==> src/rtl/idct_block_scheduler_if.sv <==
// idct_block_scheduler_if: sched control plus FS / MM / WS start-done handshakes and block indices
interface idct_block_scheduler_if;
  logic       sched_start, sched_done;
  logic       FS_start, FS_done, MM_start, MM_done, T_S, WS_start, WS_done;
  logic [4:0] FS_row, WS_row;
  logic [5:0] FS_col, WS_col;
  modport master (
    input  sched_start, FS_done, MM_done, WS_done,
    output sched_done, FS_start, FS_row, FS_col, MM_start, T_S, WS_start, WS_row, WS_col
  );
  modport slave (
    output sched_start, FS_done, MM_done, WS_done,
    input  sched_done, FS_start, FS_row, FS_col, MM_start, T_S, WS_start, WS_row, WS_col
  );
endinterface

==> src/rtl/idct_block_scheduler.sv <==
// idct_block_scheduler: walks every 8x8 block, overlapping CT with WS(k-1) and CS with FS(k+1).
// Defining IDCT_SCHED_PERF_EN adds the perf_stall_cycles counter port.
module idct_block_scheduler #(
  parameter int BLK_ROWS = 30,
  parameter int BLK_COLS = 40
) (
  input  logic                   CLOCK_50_I,
  input  logic                   Resetn,
  idct_block_scheduler_if.master bus
`ifdef IDCT_SCHED_PERF_EN
  ,
  output logic [15:0]            perf_stall_cycles
`endif
);
  typedef enum logic [2:0] {IDLE, F0, CT, CS, LO, DONE} state_t;
  state_t     state_q, state_d;
  logic [4:0] row_q, row_d, fs_row_q, fs_row_d, ws_row_q, ws_row_d, nrow;
  logic [5:0] col_q, col_d, fs_col_q, fs_col_d, ws_col_q, ws_col_d, ncol;
  logic       fs_go_q, fs_go_d, mm_go_q, mm_go_d, ws_go_q, ws_go_d;
  logic       fs_f_q, fs_f_d, mm_f_q, mm_f_d, ws_f_q, ws_f_d;
  logic       fs_dn_q, mm_dn_q, ws_dn_q;
  logic       first, last, col_end;

  assign col_end = col_q == 6'(BLK_COLS - 1);
  assign last    = col_end && row_q == 5'(BLK_ROWS - 1);
  assign first   = row_q == '0 && col_q == '0;
  assign ncol    = col_end ? '0 : col_q + 6'd1;
  assign nrow    = col_end ? row_q + 5'd1 : row_q;

  always_comb begin
    state_d  = state_q;
    row_d    = row_q;
    col_d    = col_q;
    fs_row_d = fs_row_q;
    fs_col_d = fs_col_q;
    ws_row_d = ws_row_q;
    ws_col_d = ws_col_q;
    fs_go_d  = 1'b0;
    mm_go_d  = 1'b0;
    ws_go_d  = 1'b0;
    case (state_q)
      IDLE: if (bus.sched_start) begin
        state_d  = F0;
        row_d    = '0;
        col_d    = '0;
        fs_row_d = '0;
        fs_col_d = '0;
        fs_go_d  = 1'b1;
      end
      F0: if (fs_f_q) begin
        state_d = CT;
        mm_go_d = 1'b1;
      end
      CT: if (mm_f_q && (first || ws_f_q)) begin
        state_d  = CS;
        mm_go_d  = 1'b1;
        fs_go_d  = !last;
        fs_row_d = last ? fs_row_q : nrow;
        fs_col_d = last ? fs_col_q : ncol;
      end
      CS: if (mm_f_q && (last || fs_f_q)) begin
        state_d  = last ? LO : CT;
        mm_go_d  = !last;
        ws_go_d  = 1'b1;
        ws_row_d = row_q;
        ws_col_d = col_q;
        row_d    = last ? row_q : nrow;
        col_d    = last ? col_q : ncol;
      end
      LO:      state_d = ws_f_q ? DONE : LO;
      DONE:    state_d = IDLE;
      default: state_d = IDLE;
    endcase
    // a new start retires the unit's previous completion
    fs_f_d = !fs_go_d && (fs_f_q || (bus.FS_done && !fs_dn_q));
    mm_f_d = !mm_go_d && (mm_f_q || (bus.MM_done && !mm_dn_q));
    ws_f_d = !ws_go_d && (ws_f_q || (bus.WS_done && !ws_dn_q));
  end

  always_ff @(posedge CLOCK_50_I or negedge Resetn)
    if (!Resetn) begin
      state_q  <= IDLE;
      row_q    <= '0;
      col_q    <= '0;
      fs_row_q <= '0;
      fs_col_q <= '0;
      ws_row_q <= '0;
      ws_col_q <= '0;
      fs_go_q  <= 1'b0;
      mm_go_q  <= 1'b0;
      ws_go_q  <= 1'b0;
      fs_f_q   <= 1'b0;
      mm_f_q   <= 1'b0;
      ws_f_q   <= 1'b0;
      fs_dn_q  <= 1'b0;
      mm_dn_q  <= 1'b0;
      ws_dn_q  <= 1'b0;
    end else begin
      state_q  <= state_d;
      row_q    <= row_d;
      col_q    <= col_d;
      fs_row_q <= fs_row_d;
      fs_col_q <= fs_col_d;
      ws_row_q <= ws_row_d;
      ws_col_q <= ws_col_d;
      fs_go_q  <= fs_go_d;
      mm_go_q  <= mm_go_d;
      ws_go_q  <= ws_go_d;
      fs_f_q   <= fs_f_d;
      mm_f_q   <= mm_f_d;
      ws_f_q   <= ws_f_d;
      fs_dn_q  <= bus.FS_done;
      mm_dn_q  <= bus.MM_done;
      ws_dn_q  <= bus.WS_done;
    end

  assign bus.FS_start   = fs_go_q;
  assign bus.MM_start   = mm_go_q;
  assign bus.WS_start   = ws_go_q;
  assign bus.T_S        = state_q == CS;
  assign bus.sched_done = state_q == DONE;
  assign bus.FS_row     = fs_row_q;
  assign bus.FS_col     = fs_col_q;
  assign bus.WS_row     = ws_row_q;
  assign bus.WS_col     = ws_col_q;

`ifdef IDCT_SCHED_PERF_EN
  logic [15:0] perf_q, perf_d;
  logic        stall;

  assign stall = mm_f_q && ((state_q == CT && !first && !ws_f_q) || (state_q == CS && !last && !fs_f_q));

  always_comb begin
    perf_d = perf_q;
    if (state_q == IDLE && bus.sched_start) perf_d = '0;
    else if (stall && perf_q != 16'hFFFF) perf_d = perf_q + 16'd1;
  end

  always_ff @(posedge CLOCK_50_I or negedge Resetn)
    if (!Resetn) perf_q <= '0;
    else perf_q <= perf_d;

  assign perf_stall_cycles = perf_q;
`endif
endmodule

==> src/flat_wrapper.sv <==
// flat-port wrapper written by rule: the top's interface ports become plain ports
module idct_block_scheduler_flat 
#(
  parameter int BLK_ROWS = 30,
  parameter int BLK_COLS = 40
)
  (CLOCK_50_I, Resetn, bus_sched_start, bus_FS_done, bus_MM_done, bus_WS_done, bus_sched_done, bus_FS_start, bus_FS_row, bus_FS_col, bus_MM_start, bus_T_S, bus_WS_start, bus_WS_row, bus_WS_col);
  idct_block_scheduler_if bus_i ();
  input  logic CLOCK_50_I;
  input  logic Resetn;
  input wire logic [$bits(bus_i.sched_start)-1:0] bus_sched_start;
  input wire logic [$bits(bus_i.FS_done)-1:0] bus_FS_done;
  input wire logic [$bits(bus_i.MM_done)-1:0] bus_MM_done;
  input wire logic [$bits(bus_i.WS_done)-1:0] bus_WS_done;
  output wire logic [$bits(bus_i.sched_done)-1:0] bus_sched_done;
  output wire logic [$bits(bus_i.FS_start)-1:0] bus_FS_start;
  output wire logic [$bits(bus_i.FS_row)-1:0] bus_FS_row;
  output wire logic [$bits(bus_i.FS_col)-1:0] bus_FS_col;
  output wire logic [$bits(bus_i.MM_start)-1:0] bus_MM_start;
  output wire logic [$bits(bus_i.T_S)-1:0] bus_T_S;
  output wire logic [$bits(bus_i.WS_start)-1:0] bus_WS_start;
  output wire logic [$bits(bus_i.WS_row)-1:0] bus_WS_row;
  output wire logic [$bits(bus_i.WS_col)-1:0] bus_WS_col;
  assign bus_i.sched_start = bus_sched_start;
  assign bus_i.FS_done = bus_FS_done;
  assign bus_i.MM_done = bus_MM_done;
  assign bus_i.WS_done = bus_WS_done;
  assign bus_sched_done = bus_i.sched_done;
  assign bus_FS_start = bus_i.FS_start;
  assign bus_FS_row = bus_i.FS_row;
  assign bus_FS_col = bus_i.FS_col;
  assign bus_MM_start = bus_i.MM_start;
  assign bus_T_S = bus_i.T_S;
  assign bus_WS_start = bus_i.WS_start;
  assign bus_WS_row = bus_i.WS_row;
  assign bus_WS_col = bus_i.WS_col;
  idct_block_scheduler #(.BLK_ROWS(BLK_ROWS), .BLK_COLS(BLK_COLS)) u_core (.CLOCK_50_I(CLOCK_50_I), .Resetn(Resetn), .bus(bus_i));
endmodule
==> config.mk <==
export PLATFORM = sky130hd
export DESIGN_NAME = idct_block_scheduler_flat
export DESIGN_NICKNAME = d
export VERILOG_FILES = /design/src/rtl/idct_block_scheduler_if.sv /design/src/rtl/idct_block_scheduler.sv /design/src/flat_wrapper.sv
export SDC_FILE = /design/constraint.sdc
export NUM_CORES = 1
export LEC_CHECK = 0
export CAP_MARGIN = 15
export CORE_ASPECT_RATIO = 1.5
export CORE_MARGIN = 1.5
export CORE_UTILIZATION = 45
export DETAILED_ROUTE_END_ITERATION = 6
export PLACE_DENSITY = 0.68
export SYNTH_ARGS = -nofsm -noshare
export SYNTH_HDL_FRONTEND = slang
export SYNTH_SLANG_ARGS = --single-unit
==> constraint.sdc <==
create_clock -name CLOCK_50_I -period 5.1 [get_ports CLOCK_50_I]
set_input_delay 0.765 -clock CLOCK_50_I [delete_from_list [all_inputs] [get_ports CLOCK_50_I]]
set_output_delay 0.765 -clock CLOCK_50_I [all_outputs]
set_load 0.05 [all_outputs]
==> run summary <==
Largest family of logic cells by synthesized area - simple AND/OR/NAND/NOR gates
Comb pwr share - 0.470
Fill cells - 458
Synth Area in Compound Gates - 0.145
RSZ-0062 raised after global routing - false
Fin crit share - 0.558
XOR/XNOR share of the synthesized area - 0.0272
Sequential cell area fraction in the yosys report - 0.499
Placed Cells - 297
Final setup TNS - 0 ns
Most frequent cell after synthesis - dfrtp_1
Share of async-settable or async-resettable flops after synthesis - 1.00
Slew Limit Fails - 0
Worst hold-check path type - reg2reg
Slew headroom - 0.350
Num CTS Buffers - 5
Core Region - 0.00481 mm²
CP Data Arrival Time - 2.08 ns
GRT Resource Usage Total - 0.179
Multiplexer area fraction after synthesis - 0.0660
WL final - 4410 µm
Clock-pin slew on the worst setup and hold paths - 0.08 ns
CP peak stage delay - 0.86 ns
Hold slack - 0.505 ns
Post-layout minimum cycle time - 2.85 ns
Slowest-stage cell, CP - clkdlybuf4s50_1
Design area - 0.00267 mm²
Critical path class - reg2out
CTS Buffer Depth - 2
First-pass GRT wire length - 7560 µm
Post-layout util - 0.556
Flop pwr share - 0.372
# hold bufs at CTS - 0
I/O pin count - 33
Synth unique cells - 46
Status - finished clean
Largest net degree at the start of global routing - 46
Routed vias/inst - 5.47
Initial Util - 0.469
# clock sinks - 45
Wire length per cell - 14.4 µm
Power per standard cell area - 569 mW/mm²
CP cell instances - and3b_1 -> clkdlybuf4s50_1
Non-Filler Instances - 305
RD Place Congestion - 0.805
DRC Markers - 0
Die Y - 89.7 µm
CTS tree - yes
Routed Antenna Nets - 0
Nets - 249
Synth Area in Adders - 0.0277
Clock network fraction of total power - 0.158
Setup Skew - 0.00877 ns
Share of layout cells above drive strength 1 - 0.130
Switching Share - 0.442
Top-area cell type share of the netlist area - 0.499
Root Buffer - clkbuf_8
Placed Area - 0.00257 mm²
Achievable Freq - 0.351 GHz
IO buf count - 32
Setup repair bufs after CTS - 0
Initial antenna violation count - 0
Die footprint - 0.00546 mm²
Setup Viol. Count Final - 0
Setup slack after layout - 2.25 ns
Site Rows - 31
Sw Pwr - 672 µW
Die X - 60.8 µm
Vias in the first global route - 1559
Vias - 1668
Total power - 1.52 mW
Post-Syn Area per Cell - 10.5 µm²
Required time of the critical path - 4.34 ns
Slew @ Worst Pin - 0.974 ns
Iteration count of the initial detailed-routing pass - 4
Worst skew pair latency - 0.30 ns
Cells after Synth - 215
Cell Int Power - 848 µW
Synth Area in Simple Gates - 0.182
Syn Nets - 226
Synthesis-to-finish area growth - 18.4%
Setup crit start kind - flip-flop
Iteration-0 DRC Markers - 35
Post-synthesis sequential element count - 45
Most common flop cell mapped by yosys - dfrtp_1
H-tree Lvls - 2
Mapped Area - 0.00226 mm²
Number of enable flip-flop cells after synthesis - 0
Top post-synthesis cells by count - dfrtp_1 (45), nand3_1 (21), o21ai_0 (21)
Total grt overflow - 0
Post-CTS sizing - 0
Peak supply drop - 0.000280 V
Critical path endpoint category - primary output
Max cap viols - 0
Lkg Pwr - 1.19 nW
Final Hold Fails - 0
Area leader, netlist - dfrtp_1
Pre-CTS WS - 2.39 ns
Maximum net fanout on the critical path - 13
Synth warn - 0
Synth area leaders - dfrtp_1 (50%), mux2_2 (5.5%), nand3_1 (4.7%)
Hpwl dp - 3130 µm
Number of diodes - 0
cells in the final DEF (no fill, tap or decap), types with 2 or more instances in the layout:
cell type        Yosys  routed
a21oi_1              8       8
a22o_1               2       2
and3_1               2       2
and3b_1              2       2
clkbuf_8             0       7
clkdlybuf4s50_1      0      31
dfrtp_1             45      45
ha_1                 5       5
inv_1                8       8
mux2_2              11      11
nand2_1              9       9
nand2b_1             4       4
nand3_1             21      21
nand4_1              3       3
nor2_1              11      11
nor2b_1              2       2
o211a_1              2       2
o21a_1               2       2
o21ai_0             21      21
o31ai_1              7       7
o41ai_1              2       2
or2_2                3       3
or3b_2               2       2
xnor2_1              4       4
xor2_1               3       3
power groups by stage:
stage               Clock, mW  Sequential (mW)  Combinational, mW
floorplan                   0            0.754              0.318
global placement            0            0.572              0.713
detailed placement          0            0.572              0.720
CTS                     0.247            0.566              0.722
global route            0.259            0.584              0.765
finish                  0.241            0.566              0.714
layout make-up:
type	instances	area [µm²]	share of cell area
clock buffer	7	96.3	0.0360
clock inverter	1	5.00	0.00187
inverter	8	30.0	0.0112
multi-input combinational	145	1010	0.378
sequential	45	1130	0.421
tap	66	82.6	0.0309
timing repair buffer	33	323	0.121
cell families after synthesis:
| logic type | Yosys count |
|---|---|
| AO/OA/AOI/OAI | 50 |
| XOR/XNOR | 7 |
| adder cells (fa/ha/maj) | 5 |
| AND/OR/NAND/NOR | 70 |
| multiplexers | 13 |
| flip-flops | 45 |
| buffers and inverters | 25 |
worst max-delay path: cells and delay by family, from the launching register on:
kind / cells / cell delay [ns]
buffers and inverters: 1 / 0.86
and+or+nand+nor: 1 / 0.39
DFF: 1 / 0.54
worst paths after layout:
path,startpoint,end,slack (ns),depth (start not counted)
max,u_core.state_q[1],bus_T_S,2.25,2
min,u_core.bus.FS_col[2],u_core.bus.FS_col[2],0.50,2
max reg2reg,u_core.col_q[0],u_core.bus.FS_col[5],2.52,6
min reg2reg,u_core.bus.FS_col[2],u_core.bus.FS_col[2],0.50,2
max in group asynchronous,Resetn,u_core.bus.FS_col[4],3.88,1
min in group asynchronous,Resetn,u_core.bus.WS_start,0.62,1
layer usage:
| metal | routed length, µm | GRT usage | vias to the layer above |
|---|---|---|---|
| li1 | - | - | 814 |
| met2 | 2160 | 0.265 | 33 |
| met1 | 2000 | 0.253 | 814 |
| met5 | 0 | 0 | - |
| met4 | 89 | 0.0725 | 0 |
| met3 | 148 | 0.0345 | 7 |
sequential cells by signal (all words and copies together), names as in the netlist:
register and flops:
u_core.bus.FS_col 6, u_core.bus.FS_row 5, u_core.bus.FS_start 1, u_core.bus.MM_start 1, u_core.bus.WS_col 6, u_core.bus.WS_row 5, u_core.bus.WS_start 1, u_core.col_q 6
u_core.fs_dn_q 1, u_core.fs_f_q 1, u_core.mm_dn_q 1, u_core.mm_f_q 1, u_core.row_q 5, u_core.state_q 3, u_core.ws_dn_q 1, u_core.ws_f_q 1
Power figures use the tool's default switching activity.
